--- src/rtl/clock_pkg.sv ---
// Shared types and constants for the clock project's buzzer path.
package clock_pkg;

    typedef enum logic [1:0] {
        SRC_NONE  = 2'd0,
        SRC_KEY   = 2'd1,
        SRC_CHIME = 2'd2,
        SRC_ALARM = 2'd3
    } src_t;

    typedef enum logic [1:0] {
        ST_IDLE = 2'd0,
        ST_BEEP = 2'd1,
        ST_GAP  = 2'd2
    } state_t;

    localparam logic [19:0] TONE_ALARM = 20'd15000;
    localparam logic [19:0] TONE_CHIME = 20'd20000;
    localparam logic [19:0] TONE_KEY   = 20'd30000;
    localparam logic [4:0]  MAX_CHIME  = 5'd12;

    // Counter width that can hold 0..n-1, never narrower than one bit.
    function automatic int cnt_width(input int n);
        return (n > 1) ? $clog2(n) : 1;
    endfunction

    function automatic logic [19:0] tone_of(input src_t s);
        case (s)
            SRC_ALARM: return TONE_ALARM;
            SRC_CHIME: return TONE_CHIME;
            SRC_KEY:   return TONE_KEY;
            default:   return 20'd0;
        endcase
    endfunction

endpackage

--- src/rtl/ms_tick_gen.sv ---
// Divides clk down to a one-cycle millisecond tick; clr restarts the divider.
module ms_tick_gen
    import clock_pkg::*;
#(
    parameter int TICK_DIV = 100000
) (
    input  logic clk,
    input  logic rst,
    input  logic clr,
    output logic tick
);

    localparam int DIV_W = cnt_width(TICK_DIV);
    localparam logic [DIV_W-1:0] DIV_LAST = DIV_W'(TICK_DIV - 1);

    logic [DIV_W-1:0] div_cnt;

    assign tick = (div_cnt == DIV_LAST);

    always_ff @(posedge clk) begin
        if (rst || clr || tick) begin
            div_cnt <= '0;
        end else begin
            div_cnt <= div_cnt + 1'b1;
        end
    end

endmodule

--- src/rtl/chime_scheduler.sv ---
// Arbitrates the single tone generator between alarm, hourly chime and key click,
// and sequences the beep/gap pattern of whichever source owns it.
//
// state | meaning
// IDLE  | buzzer free, silent, waiting for a request
// BEEP  | tone of the owning source is sounding
// GAP   | silence between beeps of a chime or alarm
module chime_scheduler
    import clock_pkg::*;
#(
    parameter int TICK_DIV  = 100000,
    parameter int ON_TICKS  = 500,
    parameter int OFF_TICKS = 1500,
    parameter int KEY_TICKS = 50
) (
    input  logic        clk,
    input  logic        rst,
    input  logic        alarm_req,
    input  logic        chime_req,
    input  logic [4:0]  chime_count,
    input  logic        key_req,
    output logic [19:0] sound,
    output logic        busy,
    output logic [1:0]  active_src
);

    localparam int MS_MAX = (ON_TICKS > OFF_TICKS)
                          ? ((ON_TICKS > KEY_TICKS) ? ON_TICKS : KEY_TICKS)
                          : ((OFF_TICKS > KEY_TICKS) ? OFF_TICKS : KEY_TICKS);
    localparam int MS_W = cnt_width(MS_MAX);
    localparam logic [MS_W-1:0] ON_LAST  = MS_W'(ON_TICKS - 1);
    localparam logic [MS_W-1:0] OFF_LAST = MS_W'(OFF_TICKS - 1);
    localparam logic [MS_W-1:0] KEY_LAST = MS_W'(KEY_TICKS - 1);

    state_t           state, next_state;
    src_t             src, next_src;
    logic [4:0]       beeps_left, next_beeps;
    logic [MS_W-1:0]  ms_cnt;
    logic [MS_W-1:0]  ms_last;
    logic             ms_tick;
    logic             expire;
    logic             clr;
    logic [19:0]      sound_d, sound_q;
    logic             busy_d, busy_q;

    ms_tick_gen #(.TICK_DIV(TICK_DIV)) u_tick (
        .clk  (clk),
        .rst  (rst),
        .clr  (clr),
        .tick (ms_tick)
    );

    always_comb begin
        ms_last = ON_LAST;
        if (state == ST_GAP) begin
            ms_last = OFF_LAST;
        end else if (src == SRC_KEY) begin
            ms_last = KEY_LAST;
        end
    end

    assign expire = ms_tick && (ms_cnt == ms_last);

    // Timers restart whenever the phase or the owner changes, and stay parked in IDLE.
    assign clr = (next_state != state) || (next_src != src) || (next_state == ST_IDLE);

    always_ff @(posedge clk) begin
        if (rst) begin
            state      <= ST_IDLE;
            src        <= SRC_NONE;
            beeps_left <= '0;
        end else begin
            state      <= next_state;
            src        <= next_src;
            beeps_left <= next_beeps;
        end
    end

    always_comb begin
        next_state = state;
        next_src   = src;
        next_beeps = beeps_left;
        case (state)
            ST_IDLE: begin
                if (alarm_req) begin
                    next_state = ST_BEEP;
                    next_src   = SRC_ALARM;
                end else if (chime_req && (chime_count != 5'd0)) begin
                    next_state = ST_BEEP;
                    next_src   = SRC_CHIME;
                    next_beeps = (chime_count > MAX_CHIME) ? MAX_CHIME : chime_count;
                end else if (key_req) begin
                    next_state = ST_BEEP;
                    next_src   = SRC_KEY;
                end
            end
            ST_BEEP, ST_GAP: begin
                if (src == SRC_ALARM && !alarm_req) begin
                    next_state = ST_IDLE;
                    next_src   = SRC_NONE;
                    next_beeps = '0;
                end else if (src != SRC_ALARM && alarm_req) begin
                    next_state = ST_BEEP;
                    next_src   = SRC_ALARM;
                    next_beeps = '0;
                end else if (expire) begin
                    if (state == ST_GAP) begin
                        next_state = ST_BEEP;
                    end else if (src == SRC_CHIME) begin
                        next_beeps = beeps_left - 5'd1;
                        if (beeps_left == 5'd1) begin
                            next_state = ST_IDLE;
                            next_src   = SRC_NONE;
                        end else begin
                            next_state = ST_GAP;
                        end
                    end else if (src == SRC_ALARM) begin
                        next_state = ST_GAP;
                    end else begin
                        next_state = ST_IDLE;
                        next_src   = SRC_NONE;
                    end
                end
            end
            default: begin
                next_state = ST_IDLE;
                next_src   = SRC_NONE;
                next_beeps = '0;
            end
        endcase
    end

    // Outputs are derived from the upcoming state so they switch on the same edge.
    always_comb begin
        sound_d = 20'd0;
        busy_d  = (next_state != ST_IDLE);
        if (next_state == ST_BEEP) begin
            sound_d = tone_of(next_src);
        end
    end

    always_ff @(posedge clk) begin
        if (rst) begin
            ms_cnt  <= '0;
            sound_q <= '0;
            busy_q  <= 1'b0;
        end else begin
            if (clr) begin
                ms_cnt <= '0;
            end else if (ms_tick) begin
                ms_cnt <= ms_cnt + 1'b1;
            end
            sound_q <= sound_d;
            busy_q  <= busy_d;
        end
    end

    assign sound      = sound_q;
    assign busy       = busy_q;
    assign active_src = src;

endmodule

--- config.mk ---
export PLATFORM = sky130hd
export DESIGN_NAME = chime_scheduler
export DESIGN_NICKNAME = d
export VERILOG_FILES = /design/src/rtl/clock_pkg.sv /design/src/rtl/ms_tick_gen.sv /design/src/rtl/chime_scheduler.sv
export SDC_FILE = /design/constraint.sdc
export NUM_CORES = 1
export LEC_CHECK = 0
export ABC_AREA = 1
export BUFFER_PORTS_ARGS = -buffer_cell sky130_fd_sc_hd__buf_2
export CORE_MARGIN = 2
export CORE_UTILIZATION = 50
export CTS_CLUSTER_SIZE = 30
export DETAILED_ROUTE_END_ITERATION = 8
export PLACE_DENSITY = 0.8
export SLEW_MARGIN = 40
export SYNTH_ARGS = -nofsm -noshare
export SYNTH_HDL_FRONTEND = slang
export SYNTH_HIERARCHICAL = 1
export SYNTH_SLANG_ARGS = --single-unit
--- constraint.sdc ---
create_clock -name clk -period 3 [get_ports clk]
set_clock_uncertainty 0.2 [all_clocks]
set_input_delay 0.3 -clock clk [delete_from_list [all_inputs] [get_ports clk]]
set_output_delay 0.3 -clock clk [all_outputs]
set_load 0.01 [all_outputs]
==> key figures, run 1 <==
Clocking
  • Clock buffer depth: 2
  • Clk_lat worst skew: about 0.30 ns
  • Reg clk slew, reported paths: about 0.090 ns
  • Htree depth: 2
  • CTS tree: yes
  • Total CTS buffers: 5
  • Root Buffer: clkbuf_8
  • CTS hold repair buffers: 0
  • Clk sink count: 43

Synthesis
  • Post-Syn Instances: 391
  • Async set-reset flop share out of synthesis: 0%
  • Mapped Area: ~2700 um^2
  • Avg Cell Area, Syn: roughly 6.8 um^2
  • Number of enable flip-flop cells after synthesis: 0
  • Yosys cell types: 32
  • Seq cells post-synth: 43
  • Warnings from Yosys: 6
  • Seq/Total Area, Yosys: 32.2%
  • Primary FF master, synth: dfxtp_1

Drt
  • Metal3 WL: 267 um
  • Met2 routed WL: about 2600 um
  • WL final: ~5600 um
  • WL/cell: between 10 and 15 um
  • Vias post-DR: about 2400
  • DRC: 0
  • WL met1: approximately 2600 um
  • Drt via density: 4.88
  • Detail Route Antenna Nets: 0
  • Top Layer Used: met4
  • DR iter-0 viols: 202
  • Detailed Routing Iterations Pass 1: 5

Floorplan
  • Ports: 33
  • Initial Utilization: between 50 and 60%
  • Die X: 77.1 um
  • Die area: just under 6000 um^2
  • Row Count: 26
  • Core area: between 5000 and 6000 um^2
  • Die Ht: about 77 um

GRT
  • Antenna violations before repair: 0
  • GRT Overall Usage: a little under a fifth
  • Vias in the first global route: around 2100
  • Grt total ovfl: 0
  • First-pass GRT wire length: 9140 um
  • Largest net degree at the start of global routing: 17

Worst setup path
  • Critical path class: reg2reg
  • Critical Path AT: 2.84 ns
  • Crit-path cells: nor3_1, nand3_4, nor2_4, nand2_1, nor2_2, nand2_1, inv_2, nand2_2, nand2_1, nand3_1, nand2_1, nand2_2, nand2_2, nand2_1, a21oi_2, nand2_1, nor2_4, o21ai_4, nor2_1
  • Crit end category: register
  • CP dominant cell by count: nand2_1
  • Slowest cell on crit path: dfxtp_1
  • Origin of the worst setup path: u_tick/div_cnt[14]
  • Worst path required time: a little over 3 ns
  • Crit-path max cell delay: about 0.37 ns
  • Reg-to-reg endpoint: u_tick/div_cnt[7]
  • FF-to-FF path depth: 19
  • R2R Setup Slk: about 0.20 ns
  • CP Launch Type: register
  • CP Max Fanout: 8
  • R2R Path Start: u_tick/div_cnt[14]

Outcome
  • Status: completed

Worst hold path
  • Hold Path Class: in2reg
  • Hold Path Origin: rst
  • Hold path endpoint: state[1]
  • Hold path depth: 2

Power
  • Pwr Total: roughly 1.3 mW
  • Reg power frac: about 47%
  • Switching Share: 29.1%
  • Pleak: roughly 1.3 nW
  • Comb pwr share: 17.7%
  • Power per cell area: roughly 440 nW/um^2
  • Clk pwr share: between 30% and 40%
  • Switch Pwr: between 0.3 and 0.4 mW
  • Cell Int Power: around 0.93 mW
  • Worst IR Drop VDD: 313 uV

Place
  • DP Worst Slack: between 0.07 and 0.08 ns
  • HPWL Detailed: ~4000 um
  • Post-DP Area: between 2000 and 3000 um^2
  • Placed cells: roughly 480
  • Placer's final routability congestion estimate: between 0.8 and 0.9
  • Port bufs: 23

STA
  • Setup ws final: 0.199 ns
  • Fin. max-slew vios: 0
  • Setup Viol. Count Final: 0
  • Fin crit period: between 2 and 3 ns
  • Crit share post-route: 93.4%
  • Max Clk Rate: roughly 360 MHz
  • Min Hold Slack: ~0.10 ns
  • Final Hold Vio Count: 0

Finish
  • Nets: 443
  • Share of layout cells above drive strength 1: 19.7%
  • Finished Layout Cells: roughly 490
  • ANT cells: 0
  • Area grow syn2layout: 12.6%
  • Most common cell after layout, fill and taps aside: nand2_1
  • Commonest non-fill, non-tap cells in the layout: nand2_1, nor2_1, inv_1, dfxtp_1
  • Design area: between 3000 and 4000 um^2
  • Fill cells: 494

Run
  • # Max-Cap Violations: 0
==> worst max-delay path: cells and delay by family, from the launching register on <==
family | cells | cell delay [ns]
AO/OA/AOI/OAI | 2 | 0.31
AND/OR/NAND/NOR | 16 | 1.75
flip-flops | 1 | 0.37
buffers and inverters | 1 | 0.09
==> through the flow <==
step,utilization (%),TNS [ns]
2_1_floorplan,-,0
3_3_place_gp,54.2,0
3_5_place_dp,54.2,0
4_1_cts,56.5,0
5_1_grt,58.6,-0.0590
6_report,58.6,0
==> repair_timing <==
item                       in CTS  in global routing
setup endpoints to repair       0                 28
gates resized for setup         0                 17
buffers inserted                0                  5
==> cells in the mapped netlist, drive strengths merged, types with 2 or more instances <==
cell type	n	area, um^2
nor3	6	30.0
nor2	79	347
xnor2	5	43.8
o21ai	14	81.3
xor2	15	131
nand2	91	357
o21bai	2	15.0
buf	18	140
a21oi	7	38.8
a31oi	3	18.8
inv	55	206
nand3	25	135
ha	13	163
nand4	7	43.8
dfxtp	43	861
==> layer usage <==
layer  GRT usage, %  vias to the layer above
li1               -                     1246
met5              0                        -
met4           4.46                        0
met1           24.8                     1075
met2           31.4                       67
met3           3.65                        7
==> power groups by stage <==
stage               clock network (mW)  logic, mW  registers, mW
detailed placement                   0      0.222          0.629
finish                           0.464      0.232          0.616
floorplan                            0      0.174          0.630
CTS                              0.478      0.223          0.615
global route                     0.501      0.262          0.620
global placement                     0      0.218          0.628
==> registers in the layout, indices dropped and copies added (netlist names) <==
| signal | flops |
|---|---|
| state | 2 |
| beeps_left | 5 |
| sound | 5 |
| active_src | 2 |
| busy | 1 |
| ms_cnt | 11 |
| u_tick/div_cnt | 17 |
==> worst max path at each step <==
| stage | end | slack, ns | cells after the start |
|---|---|---|---|
| finish | u_tick/div_cnt[7] | 0.20 | 19 |
| global placement | u_tick/div_cnt[10] | 0.14 | 21 |
| CTS | u_tick/div_cnt[10] | 0.03 | 21 |
| global route | u_tick/div_cnt[10] | -0.02 | 21 |
| detailed placement | u_tick/div_cnt[10] | 0.07 | 21 |
| floorplan | u_tick/div_cnt[3] | 0.17 | 23 |
==> area by class of cell <==
type                            instances  area [um^2]  share of cell area, %
Sequential cell                        43          865                   28.7
Clock buffer                            5         68.8                   2.29
Clock inverter                          3         46.3                   1.54
Tap cell                               70         87.6                   2.91
Inverter                               55          206                   6.86
Timing Repair Buffer                   31          175                   5.82
Multi-Input combinational cell        284         1560                   51.9
==> cell families after synthesis <==
kind of cell    after synthesis  share of synthesized area, %
simple gates                211                          34.9
other cells                   1                         0.140
mux                           1                         0.375
flops                        43                          32.2
buf+inv                      73                          13.0
compound gates               29                          6.79
xor+xnor                     20                          6.55
fa+ha+maj                    13                          6.09
Note: power is estimated with default switching activity, not from simulation.
==> run 2, diff against run 1 <==
--- a/config.mk
+++ b/config.mk
@@ -15,5 +15,4 @@
 export SLEW_MARGIN = 40
 export SYNTH_ARGS = -nofsm -noshare
 export SYNTH_HDL_FRONTEND = slang
-export SYNTH_HIERARCHICAL = 1
 export SYNTH_SLANG_ARGS = --single-unit
==> key figures, run 2 <==
Place
  • Port bufs: 23
  • Placed cells: around 450
  • DP Worst Slack: between 0.2 and 0.25 ns
  • Placer's final routability congestion estimate: 0.894
  • Post-DP Area: about 2800 um^2
  • HPWL Detailed: roughly 4000 um

Floorplan
  • Row Count: 26
  • Die area: ~6000 um^2
  • Ports: 33
  • Initial Utilization: a little over half
  • Core area: 5200 um^2
  • Die X: around 80 um
  • Die Ht: around 78 um

Drt
  • Detailed Routing Iterations Pass 1: 4
  • DR iter-0 viols: ~180
  • Detail Route Antenna Nets: 0
  • WL/cell: 11.0 um
  • Drt via density: 4.77
  • Vias post-DR: about 2200
  • DRC: 0
  • WL final: around 5000 um

STA
  • RSZ-0062 raised after global routing: false
  • Setup ws final: 0.290 ns
  • Setup_tns: 0 ns
  • Final Hold Vio Count: 0
  • Max Clk Rate: ~370 MHz
  • Min Hold Slack: ~0.064 ns
  • Fin crit period: between 2 and 3 ns
  • Fin. max-slew vios: 0
  • Crit share post-route: 90.3%
  • Setup Viol. Count Final: 0

Run
  • # Max-Cap Violations: 0

Synthesis
  • Yosys top cell area share: between 30% and 40%
  • Seq cells post-synth: between 40 and 50
  • Number of enable flip-flop cells after synthesis: 0
  • Avg Cell Area, Syn: 7.47 um^2
  • Cell with the most instances after synthesis: nand2_1
  • Yosys cell types: 33
  • Synth area leaders: dfxtp_1, nand2_1, inv_1, ha_1, nor2_1
  • Primary FF master, synth: dfxtp_1
  • Warnings from Yosys: 0
  • Post-synth top area cell: dfxtp_1
  • Post-Syn Instances: roughly 370
  • Most instantiated cells after synthesis: nand2_1, inv_1, dfxtp_1, nor2_1, nand3_1
  • Mapped Area: ~2700 um^2
  • Async set-reset flop share out of synthesis: 0%
  • Seq/Total Area, Yosys: about a third

Worst setup path
  • Crit-path cells: inv_1, ha_2, inv_1, nand3_1, nand2_1, nand3_2, nor2_4, nand3_1, nand2_1, nand2_1, nand2_1, nand2_1, nand2_1, nand3_2, nor2_4, nand3_4, buf_12, nor2_1
  • Worst path required time: between 3 and 4 ns
  • Critical Path AT: ~2.8 ns
  • CP Launch Type: register
  • Crit-path max cell delay: ~0.4 ns
  • CP Max Fanout: 17
  • CP dominant cell by count: nand2_1
  • CP top delay family: simple AND/OR/NAND/NOR gates
  • Critical path class: reg2reg
  • Crit end category: register
  • Slowest cell on crit path: dfxtp_1
  • Crit path buf inv count: 3

GRT
  • Antenna violations before repair: 0
  • Vias in the first global route: ~2200
  • GRT Overall Usage: between 10% and 20%
  • First-pass GRT wire length: 9110 um
  • Grt total ovfl: 0
  • Largest net degree at the start of global routing: 18

Finish
  • ANT cells: 0
  • Most common cell after layout, fill and taps aside: nand2_1
  • Largest regs: u_tick.div_cnt x17, ms_cnt x11
  • Area grow syn2layout: 8.10%
  • Most flop-heavy register: u_tick.div_cnt
  • Commonest non-fill, non-tap cells in the layout: nand2_1, inv_1, dfxtp_1, nor2_1, nand3_1
  • Finished Layout Cells: roughly 460
  • Fin util: around 57%
  • Max reg flops: 17
  • Design area: slightly below 3000 um^2
  • Nets: 413
  • Share of layout cells above drive strength 1: a little under a fifth

Clocking
  • Htree depth: 2
  • CTS tree: yes
  • Clock buffer depth: 2
  • Root Buffer: clkbuf_8
  • Reg clk slew, reported paths: 0.08 ns
  • Total CTS buffers: 5
  • Clk sink count: between 40 and 50
  • CTS hold repair buffers: 0
  • Clk_lat worst skew: around 0.3 ns

Power
  • Pwr Total: roughly 1.3 mW
  • Pleak: about 1.3 nW
  • Worst IR Drop VDD: around 330 uV
  • Power per cell area: between 400 and 500 nW/um^2

Outcome
  • Status: completed

Worst hold path
  • Hold Path Class: in2reg
run 2: cell count changes after synthesis, moves of 4 or more:
cell | previous run | this run
and3_1 | 0 | 4
nand2_1 | 85 | 60
nand4_1 | 7 | 2
nor2_1 | 63 | 39
nor2_2 | 14 | 6
nor2_4 | 2 | 13
nor3_1 | 6 | 13
run 2: cells by family (layout without fill, tap and decap cells):
kind of cell,Yosys count,count (layout),synth area share [%]
mux,1,1,0.366
xor+xnor,24,24,7.69
fa+ha+maj,14,14,6.41
compound gates,24,24,4.72
buf+inv,73,88,13.1
simple gates,186,186,36.1
flops,43,43,31.5
other cells,1,9,0.137
run 2: worst paths after layout:
path | startpoint | endpoint | slack, ns | depth (start not counted)
max reg2reg | state[0] | u_tick.div_cnt[3] | 0.29 | 18
min | rst | active_src[1] | 0.06 | 2
min reg2reg | u_tick.div_cnt[0] | u_tick.div_cnt[0] | 0.25 | 1
max | state[0] | u_tick.div_cnt[3] | 0.29 | 18
run 2: layout make-up:
type / instances / area [um^2]
fill: 477 / 2250
multi-input combinational: 258 / 1550
sequential: 43 / 861
inverter: 55 / 206
timing repair buffer: 26 / 150
tap: 70 / 87.6
clock buffer: 6 / 72.6
clock inverter: 1 / 30.0
run 2: power breakdown:
group / switching (mW) / leakage [nW] / internal (mW)
clock: 0.189 / 0.0513 / 0.244
sequential: 0.0188 / 0.349 / 0.595
combinational: 0.171 / 0.924 / 0.0928
run 2: worst register-to-register path, cell delays in order (launching register included):
cell and delay (ns):
dfxtp_1 0.40, inv_1 0.13, ha_2 0.25, inv_1 0.10, nand3_1 0.08, nand2_1 0.07
nand3_2 0.08, nor2_4 0.16, nand3_1 0.10, nand2_1 0.10, nand2_1 0.07, nand2_1 0.08
nand2_1 0.05, nand2_1 0.11, nand3_2 0.11, nor2_4 0.21, nand3_4 0.10, buf_12 0.18
nor2_1 0.10
run 2: per-layer routing:
metal	part of all wire, %	vias up	GRT usage [%]
li1	-	1163	-
met5	0	-	0
met4	1.9	0	8.07
met3	3.9	9	4.30
met2	50	39	32.7
met1	44	977	21.9
run 2: repair_timing:
| action | 4_1_cts | 5_1_grt |
|---|---|---|
| buffers inserted | 0 | 0 |
| setup endpoints to repair | 0 | 17 |
| gates resized for setup | 0 | 1 |
==> run 3, diff against run 2 <==
--- a/config.mk
+++ b/config.mk
@@ -12,6 +12,7 @@
 export CTS_CLUSTER_SIZE = 30
 export DETAILED_ROUTE_END_ITERATION = 8
 export PLACE_DENSITY = 0.8
+export REMOVE_ABC_BUFFERS = 1
 export SLEW_MARGIN = 40
 export SYNTH_ARGS = -nofsm -noshare
 export SYNTH_HDL_FRONTEND = slang
==> key figures, run 3 (synthesized netlist as in run 2, its figures left out) <==
Outcome
  • Status: completed

Place
  • Port bufs: 23
  • HPWL Detailed: between 3000 and 4000 um
  • Placed cells: between 400 and 500
  • Placer's final routability congestion estimate: 0.893

Worst setup path
  • Crit end category: register
  • CP Launch Type: register
  • FF-to-FF path depth: 20
  • Reg-to-reg endpoint: u_tick.div_cnt[1]
  • Critical path class: reg2reg
  • CP Max Fanout: 17
  • R2R Setup Slk: 0.30 ns
  • CP dominant cell by count: nand2_1
  • R2R Path Start: state[0]
  • Slowest cell on crit path: dfxtp_1
  • Worst path required time: roughly 3.0 ns
  • Crit-path max cell delay: approximately 0.4 ns
  • Crit path buf inv count: 3
  • Crit-path cells: inv_1, ha_2, nor2_2, nand2_2, nand2_1, inv_1, nor2_2, nor2_4, nand3_2, nand2_1, nand2_1, nand2_1, nand2_2, nand2_2, nand2_1, nand2_1, nor2_4, nand3_4, buf_12, nor2_1
  • CP top delay family: simple AND/OR/NAND/NOR gates
  • Critical Path AT: 2.74 ns

Clocking
  • CTS tree: yes
  • Htree depth: 2
  • Clk_lat worst skew: between 0.2 and 0.3 ns
  • Post-cts resize count: 0
  • Total CTS buffers: 5
  • Root Buffer: clkbuf_8
  • Clk sink count: 43
  • Setup Buffers After CTS: 0
  • Reg clk slew, reported paths: around 0.080 ns
  • Clock buffer depth: 2
  • CTS hold repair buffers: 0

Drt
  • Drt via density: a little under 5
  • Met2 routed WL: 2440 um
  • WL met1: ~2400 um
  • DRC: 0
  • Detailed Routing Iterations Pass 1: 5
  • WL final: 5150 um
  • Metal3 WL: between 200 and 250 um
  • Top Layer Used: met4
  • DR iter-0 viols: about 110
  • Vias post-DR: 2225
  • WL/cell: 11.2 um
  • Detail Route Antenna Nets: 0

GRT
  • Vias in the first global route: 2083
  • Antenna violations before repair: 0
  • Grt total ovfl: 0
  • GRT Overall Usage: 18.2%
  • Largest net degree at the start of global routing: 18
  • First-pass GRT wire length: slightly below 9000 um

Power
  • Worst IR Drop VDD: 299 uV
  • Pwr Total: between 1 and 1.5 mW
  • Power per cell area: ~450 nW/um^2
  • Pleak: between 1 and 1.5 nW

Floorplan
  • Core area: roughly 5200 um^2
  • Die area: a little over 6000 um^2
  • Ports: 33
  • Row Count: 26
  • Die X: 77.9 um
  • Initial Utilization: a little over half
  • Die Ht: about 78 um

Finish
  • Finished Layout Cells: 459
  • Fin util: 56.8%
  • ANT cells: 0
  • Reg area: between 800 and 900 um^2
  • Most flop-heavy register: u_tick.div_cnt
  • Multi-input gate area in the final layout: around 1500 um^2
  • Nets: between 400 and 500
  • Most common cell after layout, fill and taps aside: nand2_1
  • Share of layout cells above drive strength 1: approximately a fifth
  • Max reg flops: 17
  • Commonest non-fill, non-tap cells in the layout: nand2_1, inv_1, dfxtp_1, nor2_1, nand3_1
  • Fill cells: 459
  • Largest regs: u_tick.div_cnt x17, ms_cnt x11
  • Area grow syn2layout: 8.20%

Worst hold path
  • Hold path endpoint: active_src[1]
  • Hold Path Class: in2reg
  • Hold path depth: 2
  • Hold Path Origin: rst

STA
  • Setup_tns: 0 ns
  • Setup Viol. Count Final: 0
  • Max Clk Rate: 370 MHz
  • Fin crit period: approximately 2.7 ns
  • Final Hold Vio Count: 0
  • Min Hold Slack: roughly 0.052 ns
  • Crit share post-route: between 80 and 90%
  • Fin. max-slew vios: 0
  • RSZ-0062 raised after global routing: false

Run
  • # Max-Cap Violations: 0
## run 3: cell types whose count changed in the layout (fill, tap and decap cells not counted), sizes merged
cell    previous run  this run
buf               26        25
clkbuf             6         5
clkinv             0         2
## run 3: stage by stage
stage	worst slack, ns	area [um^2]
floorplan	0.425	2610
global placement	0.322	2840
finish	0.300	2960
global route	0.0197	2960
detailed placement	0.221	2840
CTS	0.209	2950
## run 3: how the worst max path moves through the flow
stage	start	endpoint	slack (ns)	depth (start not counted)
finish	state[0]	u_tick.div_cnt[1]	0.30	20
global route	state[0]	u_tick.div_cnt[0]	0.02	20
CTS	state[0]	u_tick.div_cnt[1]	0.21	20
detailed placement	state[0]	u_tick.div_cnt[5]	0.22	20
global placement	state[0]	u_tick.div_cnt[2]	0.32	20
floorplan	state[0]	u_tick.div_cnt[0]	0.43	19
## run 3: routing by layer
| metal | global-route usage (%) | vias up |
|---|---|---|
| met5 | 0 | - |
| met4 | 8.07 | 0 |
| met3 | 4.53 | 15 |
| met2 | 29.6 | 53 |
| met1 | 22.7 | 993 |
| li1 | - | 1164 |
## run 3: area by class of cell
class | instances | share of cell area [%]
Multi-Input combinational cell | 258 | 52.3
Timing Repair Buffer | 25 | 4.82
Inverter | 55 | 6.98
Clock buffer | 5 | 2.33
Tap cell | 70 | 2.96
Sequential cell | 43 | 29.1
Clock inverter | 3 | 1.48
## run 3: power by group
part	switching, mW	total, mW	internal (mW)
sequential	0.0219	0.617	0.595
clock	0.203	0.451	0.248
combinational	0.171	0.263	0.0913
## run 3: worst register-to-register path, stage by stage (launching register included)
cell and delay, ns:
dfxtp_1 0.40, inv_1 0.13, ha_2 0.25, nor2_2 0.12, nand2_2 0.07, nand2_1 0.07
inv_1 0.04, nor2_2 0.12, nor2_4 0.06, nand3_2 0.06, nand2_1 0.05, nand2_1 0.06
nand2_1 0.05, nand2_2 0.10, nand2_2 0.11, nand2_1 0.09, nand2_1 0.09, nor2_4 0.21
nand3_4 0.10, buf_12 0.18, nor2_1 0.09
